[config.mk]
export PLATFORM = sky130hd
export DESIGN_NAME = coax_rx_frame_ctrl
export DESIGN_NICKNAME = d
export VERILOG_FILES = /design/src/rtl/coax_rx_frame_ctrl.sv
export SDC_FILE = /design/constraint.sdc
export NUM_CORES = 1
export LEC_CHECK = 0
export ABC_AREA = 1
export BUFFER_PORTS_ARGS = -buffer_cell sky130_fd_sc_hd__buf_4
export CAP_MARGIN = 20
export CORE_UTILIZATION = 30
export DETAILED_ROUTE_END_ITERATION = 16
export PLACE_DENSITY_LB_ADDON = 0.08
export REMOVE_ABC_BUFFERS = 1
export SYNTH_ARGS = -nofsm -noshare
export SYNTH_HDL_FRONTEND = slang
export SYNTH_SLANG_ARGS = --single-unit
[constraint.sdc]
create_clock -name clk -period 1.6 [get_ports clk]
set_input_delay 0.24 -clock clk [delete_from_list [all_inputs] [get_ports clk]]
set_output_delay 0.24 -clock clk [all_outputs]
set_load 0.02 [all_outputs]
[src/rtl/coax_rx_frame_ctrl.sv]
// Sequences the coax receiver around transmit activity and receive errors,
// and turns received word strobes into framed entries for the receive FIFO.
module coax_rx_frame_ctrl #(
   parameter int unsigned TX_HOLDOFF_CYCLES    = 16,
   parameter int unsigned RX_RESET_CYCLES      = 2,
   parameter int unsigned MAX_FRAME_WORDS      = 1024,
   parameter logic [9:0]  ERROR_FRAME_TOO_LONG = 10'b0000010000
) (
   input  logic        clk,
   input  logic        reset,
   input  logic        tx_active,
   input  logic        rx_active,
   input  logic        rx_strobe,
   input  logic        rx_error,
   input  logic [9:0]  rx_data,
   output logic        rx_reset,
   input  logic        fifo_full,
   output logic        fifo_write,
   output logic [15:0] fifo_data,
   output logic        overflow,
   input  logic        overflow_clear,
   output logic [10:0] word_count
);

   localparam int unsigned HOLD_W = $clog2(TX_HOLDOFF_CYCLES + 1);
   localparam int unsigned CLR_W  = $clog2(RX_RESET_CYCLES + 1);
   localparam int unsigned CNT_W  = (HOLD_W > CLR_W) ? HOLD_W : CLR_W;
   localparam logic [10:0] WC_MAX = 11'h7FF;

   typedef enum logic [2:0] {
      IDLE,
      HOLDOFF,
      RECEIVE,
      ERROR_WRITE,
      RX_CLEAR
   } state_t;

   state_t           state;
   logic [CNT_W-1:0] cnt;
   logic             sof;
   logic             rx_active_q;

   logic             tx_preempt_c;
   logic             frame_full_c;
   logic             wr_req_c;
   logic [15:0]      wr_data_c;

   assign tx_preempt_c = tx_active && (state != RX_CLEAR);
   assign frame_full_c = 32'(word_count) >= MAX_FRAME_WORDS;

   // FIFO entry requested this cycle; issued (or dropped on fifo_full) next edge
   always_comb begin
      wr_req_c  = 1'b0;
      wr_data_c = '0;
      if (!tx_preempt_c) begin
         case (state)
            IDLE: begin
               if (rx_error) begin
                  wr_req_c  = 1'b1;
                  wr_data_c = {1'b1, sof, 4'b0, rx_data};
               end
            end
            RECEIVE: begin
               if (rx_strobe) begin
                  wr_req_c  = 1'b1;
                  wr_data_c = frame_full_c ? {2'b10, 4'b0, ERROR_FRAME_TOO_LONG}
                                           : {1'b0, sof, 4'b0, rx_data};
               end else if (rx_error) begin
                  wr_req_c  = 1'b1;
                  wr_data_c = {1'b1, sof, 4'b0, rx_data};
               end
            end
            default: begin
               wr_req_c  = 1'b0;
               wr_data_c = '0;
            end
         endcase
      end
   end

   always_ff @(posedge clk or posedge reset) begin
      if (reset) begin
         state       <= IDLE;
         cnt         <= '0;
         sof         <= 1'b0;
         rx_active_q <= 1'b0;
         rx_reset    <= 1'b0;
         fifo_write  <= 1'b0;
         fifo_data   <= '0;
         overflow    <= 1'b0;
         word_count  <= '0;
      end else begin
         fifo_write  <= 1'b0;
         rx_active_q <= rx_active;
         if (overflow_clear) overflow <= 1'b0;

         // a dropped entry sets overflow after the clear so set wins
         if (wr_req_c) begin
            if (fifo_full) begin
               overflow <= 1'b1;
            end else begin
               fifo_write <= 1'b1;
               fifo_data  <= wr_data_c;
            end
         end

         if (tx_preempt_c) begin
            state    <= HOLDOFF;
            cnt      <= CNT_W'(TX_HOLDOFF_CYCLES);
            rx_reset <= 1'b1;
            sof      <= 1'b0;
         end else begin
            case (state)
               IDLE: begin
                  if (rx_error) begin
                     state <= ERROR_WRITE;
                  end else if (rx_active && !rx_active_q) begin
                     state      <= RECEIVE;
                     word_count <= '0;
                     sof        <= 1'b1;
                  end
               end
               HOLDOFF: begin
                  if (cnt == '0) begin
                     state    <= IDLE;
                     rx_reset <= 1'b0;
                  end else begin
                     cnt <= cnt - CNT_W'(1);
                  end
               end
               RECEIVE: begin
                  if (rx_strobe) begin
                     sof <= 1'b0;
                     if (frame_full_c) begin
                        state    <= RX_CLEAR;
                        rx_reset <= 1'b1;
                        cnt      <= CNT_W'(RX_RESET_CYCLES - 1);
                     end else begin
                        if (word_count != WC_MAX) word_count <= word_count + 11'd1;
                        // a pending error is taken on the next cycle
                        if (!rx_active && !rx_error) state <= IDLE;
                     end
                  end else if (rx_error) begin
                     state <= ERROR_WRITE;
                  end else if (!rx_active) begin
                     state <= IDLE;
                  end
               end
               ERROR_WRITE: begin
                  state    <= RX_CLEAR;
                  rx_reset <= 1'b1;
                  cnt      <= CNT_W'(RX_RESET_CYCLES - 1);
                  sof      <= 1'b0;
               end
               RX_CLEAR: begin
                  if (cnt == '0) begin
                     if (tx_active) begin
                        state <= HOLDOFF;
                        cnt   <= CNT_W'(TX_HOLDOFF_CYCLES);
                     end else begin
                        state    <= IDLE;
                        rx_reset <= 1'b0;
                     end
                  end else begin
                     cnt <= cnt - CNT_W'(1);
                  end
               end
               default: state <= IDLE;
            endcase
         end
      end
   end

endmodule

---- Word-level counts from Yosys, hierarchy flattened ----
Index checks and enable logic that the tools add are counted.
word-level totals
  input port bits ......................... 18
  word-level logic and storage cells ...... 105
  bits in registers ....................... 40
  output and inout bits ................... 30
cells by class
  equality and inequality tests ........... 23
  reduce and logical (&&, ||, !) cells .... 17
  mux-type cells .......................... 51
  add/subtract/negate cells ............... 2
  bitwise gates (word level) .............. 2
  magnitude comparators ................... 1
operators with widths
  kind                                                                count
  16-bit 2-to-1 mux                                                   4
  11-bit 2-to-1 mux                                                   5
  16-bit one-hot mux with 2 select lines                              1
  3-bit 2-to-1 mux                                                    10
  5-bit 2-to-1 mux                                                    6
  3-bit != test, second input constant                                9
  11-bit one-hot mux with 2 select lines                              1
  5-bit one-hot mux with 4 select lines                               1
  1-bit 2-to-1 mux                                                    19
  3-bit one-hot mux with 5 select lines                               1
  11-bit by 1-bit adder with 11-bit output, second input constant     1
  11-bit greater-or-equal comparator, second input constant           1
  11-bit != test, second input constant                               1
  2-bit != test, second input constant                                5
  5-bit != test, second input constant                                2
  5-bit AND reduction                                                 2
  4-bit != test, second input constant                                2
  7-bit AND reduction                                                 1
  3-bit by 2-bit == test with 1-bit output, second input constant     2
  6-bit AND reduction                                                 1
  5-bit zero test                                                     1
  5-bit nonzero test                                                  1
  5-bit by 1-bit subtractor with 5-bit output, second input constant  1
  1-bit one-hot mux with 4 select lines                               1
  12 further kinds                                                    17

---- Depth between registers and ports, before layout ----
  word-level depth ........................ 7
  depth in mapped cells ................... 12

---- Worst setup path before layout ----
No wires, ideal clock.
  kind .................................... reg2reg
  start point ............................. register cnt[0]
  end point ............................... register cnt[0]
  clock period less this slack ............ 1,455 ps
  data arrival time ....................... 1,327 ps
  path slack .............................. 145 ps
  cell stages (with the launch flop) ...... 10
  required time ........................... 1,473 ps
  cells stage by stage .................... dfrtp_1 > inv_1 > ha_1 > nand3_1 > inv_1 > nand2_1 > nor2_4 > nor2_8 > nand2_1 > o21ai_0
on the way
  longest elaborated chain between the ends .. 4
RTL lines
  item                                                                            line      RTL
  from (decl)                                                                     39        logic [CNT_W-1:0] cnt;
  from (signal assigned)                                                          109       cnt <= CNT_W'(TX_HOLDOFF_CYCLES);
  from (signal assigned)                                                          128       cnt <= cnt - CNT_W'(1);
  from (signal assigned)                                                          137       cnt <= CNT_W'(RX_RESET_CYCLES - 1);
  5-bit by 1-bit subtractor with 5-bit output or 5-bit zero test (tied branches)  -
  5-bit 2-to-1 mux, on equally long branches                                      156, 124
  5-bit one-hot mux with 4 select lines                                           113       case (state)
  5-bit 2-to-1 mux                                                                107       if (tx_preempt_c) begin
Parallel ways exist; a longest one is shown, timed or not. The select of a mux whose other input is x is not followed.
A chain may end at the register's enable or synchronous reset.

---- Worst setup path after layout ----
  start point ............................. register state[2]
  end point ............................... register rx_reset
on the way
  longest elaborated chain between the ends .. 4
RTL lines
  item                                                           line  RTL
  from (decl)                                                    38    state_t state;
  from (signal assigned)                                         83    state <= IDLE;
  from (signal assigned)                                         108   state <= HOLDOFF;
  from (signal assigned)                                         116   state <= ERROR_WRITE;
  3-bit != test                                                  48    assign tx_preempt_c = tx_active && (state != RX_CLEAR);
  1-bit logical AND                                              48
  3-bit != test (no line) or 5-bit nonzero test (tied branches)  -
  6-bit AND reduction (no line)                                  -
  to (signal assigned)                                           87    rx_reset <= 1'b0;
  to (signal assigned)                                           110   rx_reset <= 1'b1;
  to (signal assigned)                                           126   rx_reset <= 1'b0;
  to (decl)                                                      16    output logic rx_reset,
Parallel ways exist; a longest one is shown, timed or not.

==> metrics.md <==
| Metric | Value |
|---|---|
| Result of the run | `finished clean` |
| Cell depth of the worst setup path | `9` |
| # Max-Cap Violations | `0` |
| Detailed-route vias per instance | `4.364` |
| Total number of vias | `1955` |
| Dominant synthesized flop cell | `sky130_fd_sc_hd__dfrtp_1` |
| Sink Count | `36` |
| Share of layout cells above drive strength 1 | `28.98%` |
| Worst setup SP type | `register` |
| Worst hold margin | `69.45 ps` |
| Yosys reg bits | `36` |
| Type of the worst min-delay path | `in2async` |
| Setup Viol. Count Final | `0` |
| Worst Path Max Fanout | `7` |
| Starting DRT DRC Count | `50` |
| CP arrival | `1690 ps` |
| Vertical die dimension | `86.75 um` |
| Vias in the first global route | `1773` |
| Max-slew violations | `0` |
| Initial standard-cell utilization of the core | `31.37%` |
| Port bufs | `43` |
| Highest clock frequency the design can meet | `663.7 MHz` |
| Antenna violations before repair | `0` |
| TritonCTS clock tree | `done` |
| Hold Violations, Final | `0` |
| FFs w/ async S/R, synth | `100.0%` |
| Storage element area | `903.4 um^2` |
| Kind of critical path | `reg2reg` |
| Global routing usage summed across all routing layers | `14.27%` |
| Combined area of the multi-input logic cells | `1089 um^2` |
| TritonCTS buffer count | `5` |
| Root buffer cell | `sky130_fd_sc_hd__clkbuf_8` |
| Post-route non-filler standard cell count | `448` |
| Crit path max-delay cell type | `sky130_fd_sc_hd__dfrtp_1` |
| Final non-filler cell area | `2818 um^2` |
| Cell Area, Synth | `2155 um^2` |
| Kind of capture point of the worst setup path | `register` |
| Final worst path period share | `94.17%` |
| Synth Area per Inst | `7.560 um^2` |
| Cell depth of the worst flop-to-flop path | `9` |
| Final-layout fill cell count | `733` |
| Critical-path cell list | `inv_2 > nand2_4 > nor2_4 > buf_4 > nand3_1 > o21ai_2 > inv_1 > a21oi_1 > nor2_1` |
| Pre-CTS setup slack | `51.35 ps` |
| Post-DP HPWL | `3744 um` |
| Delay of the slowest cell on the worst path | `400 ps` |
| Antenna viol nets, final | `0` |
| Post-DP Area | `2679 um^2` |
| Placed cell count | `436` |
| Clock Skews | `2.983 ps` |
| Layout area overhead | `30.78%` |
| Number of placement rows | `30` |
| 1st-pass router iterations | `4` |
| Die Footprint | `7525 um^2` |
| Crit path max-delay family | `simple AND/OR/NAND/NOR gates` |
| Global-route wire length before repair | `8342 um` |
| Core Region | `6869 um^2` |
| Standby leakage power | `1.482 nW` |
| Number of warnings issued by yosys | `0` |
| Total power consumption of the routed design | `4.011 mW` |
| Finished Core Util | `41.02%` |
| Count of mapped cells out of synthesis | `285` |
| Area fraction of the dominant cell type after synthesis | `41.81%` |
| Antenna diodes | `0` |
| Final worst path period need | `1507 ps` |
| Cell type with the largest total area after synthesis | `sky130_fd_sc_hd__dfrtp_1` |
| Worst endpoint required time | `1780 ps` |
| CP Buf/Inv Count | `3` |
| Maximum buffer depth of the clock tree | `2` |
| Worst voltage drop across the vdd grid | `0.5993 mV` |
| Number of flops mapped to enable cells by yosys | `0` |
| Clk pin slew, worst setup/hold paths | `80 ps` |
| Die span in x | `86.75 um` |
| Post-synthesis cell type count | `35` |
| Power density cells | `1424 nW/um^2` |
| Synth area leaders | `sky130_fd_sc_hd__dfrtp_1 (42%), sky130_fd_sc_hd__nand2_1 (16%), sky130_fd_sc_hd__nand3_1 (5.3%)` |
| Worst-Skew Late Latency | `290 ps` |
| Sequential area share after synthesis | `41.81%` |
| Pin count of the biggest net entering global routing | `37` |
| Smallest setup slack after layout | `93.24 ps` |
| Remaining global-route overflow | `0` |
| DRT Wirelength | `5032 um` |
| DRC errors left | `0` |
| Setup repair after global routing missed its margin | `true` |
| I/O pin total | `48` |
| Most frequent standard cell in the layout excluding fill and tap cells | `sky130_fd_sc_hd__nand2_1` |
| Final net count | `372` |
| Final routed wire length divided by cell count | `11.23 um` |
| H-Tree Depth | `2` |
| Setup TNS | `0 ps` |
| Commonest non-fill, non-tap cells in the layout | `sky130_fd_sc_hd__nand2_1 (94), sky130_fd_sc_hd__buf_4 (63), sky130_fd_sc_hd__dfrtp_1 (34), sky130_fd_sc_hd__inv_1 (27), sky130_fd_sc_hd__nand3_1 (23)` |
| Weighted congestion at the end of routability-driven global placement | `0.7977` |
cell usage after synthesis, types with 3 or more instances:
| master | n |
|---|---|
| sky130_fd_sc_hd__nor2_4 | 4 |
| sky130_fd_sc_hd__nor2_1 | 19 |
| sky130_fd_sc_hd__nand2_4 | 3 |
| sky130_fd_sc_hd__o21ai_2 | 5 |
| sky130_fd_sc_hd__nand2_2 | 4 |
| sky130_fd_sc_hd__o21ai_0 | 10 |
| sky130_fd_sc_hd__nand3_1 | 23 |
| sky130_fd_sc_hd__buf_4 | 4 |
| sky130_fd_sc_hd__xor2_1 | 4 |
| sky130_fd_sc_hd__dfrtp_1 | 36 |
| sky130_fd_sc_hd__ha_1 | 3 |
| sky130_fd_sc_hd__inv_2 | 4 |
| sky130_fd_sc_hd__inv_1 | 27 |
| sky130_fd_sc_hd__o21ai_1 | 10 |
| sky130_fd_sc_hd__nand2_1 | 94 |
| sky130_fd_sc_hd__nand3b_1 | 3 |
| sky130_fd_sc_hd__a21oi_1 | 8 |
| sky130_fd_sc_hd__nand4_1 | 5 |
power by group:
group / internal, mW / switching (mW) / total [mW]
sequential: 1.17 / 0.168 / 1.33
combinational: 0.829 / 1.20 / 2.03
clock: 0.304 / 0.348 / 0.652
total: 2.30 / 1.71 / 4.01
per-layer routing:
layer / share of wire, % / up-vias / GRT usage, %
li1: - / 1038 / -
met1: 52 / 876 / 20.60
met2: 44 / 37 / 21.07
met3: 3.3 / 4 / 2.952
met4: 0.95 / 0 / 5.000
met5: 0 / - / 0
final timing paths:
kind	start	endpoint	slack (ps)
min in group clk	rx_active	rx_active_q$_DFF_PP0_	70
setup reg to reg	state[2]$_DFFE_PP0P_	rx_reset$_DFFE_PP0P_	90
hold / removal	reset	word_count[3]$_DFFE_PP0P_	70
max in group asynchronous	reset	state[0]$_DFFE_PP0P_	1170
hold reg to reg	sof$_DFFE_PP0P_	fifo_data[14]$_DFFE_PP0P_	470
setup / recovery	state[2]$_DFFE_PP0P_	rx_reset$_DFFE_PP0P_	90
worst reg2reg max path, cell delays in order (launching register included):
cell	delay, ps
sky130_fd_sc_hd__dfrtp_1	400
sky130_fd_sc_hd__inv_2	90
sky130_fd_sc_hd__nand2_4	100
sky130_fd_sc_hd__nor2_4	180
sky130_fd_sc_hd__buf_4	140
sky130_fd_sc_hd__nand3_1	90
sky130_fd_sc_hd__o21ai_2	140
sky130_fd_sc_hd__inv_1	70
sky130_fd_sc_hd__a21oi_1	140
sky130_fd_sc_hd__nor2_1	50
cells by family (layout without fill, tap and decap cells):
family          count (synthesis)  in the layout  share of synthesized area (%)
xor+xnor                        4              4                          1.626
buf+inv                        41            105                          8.710
other cells                     1              4                         0.1740
compound gates                 39             39                          10.63
flops                          36             36                          41.81
fa+ha+maj                       3              3                          1.742
simple gates                  161            161                          35.31
flip-flops by register name, summed over array words and instances, names as in the netlist:
signal / flops
cnt: 5
sof: 1
word_count: 11
overflow: 1
rx_reset: 1
fifo_write: 1
fifo_data: 12
rx_active_q: 1
state: 3
cell type report:
class,instances,area share [%]
Multi-Input combinational cell,211,38.63
Sequential cell,36,32.06
Timing Repair Buffer,65,17.58
Inverter,32,4.352
Tap cell,96,4.263
Clock buffer,5,2.442
Clock inverter,3,0.6661
timing repair:
item | CTS | global route
resized for setup | 0 | 7
hold buffers | 0 | 0
setup buffers | 0 | 4
setup endpoints to repair | 0 | 28
(Power assumes the default switching activity.)
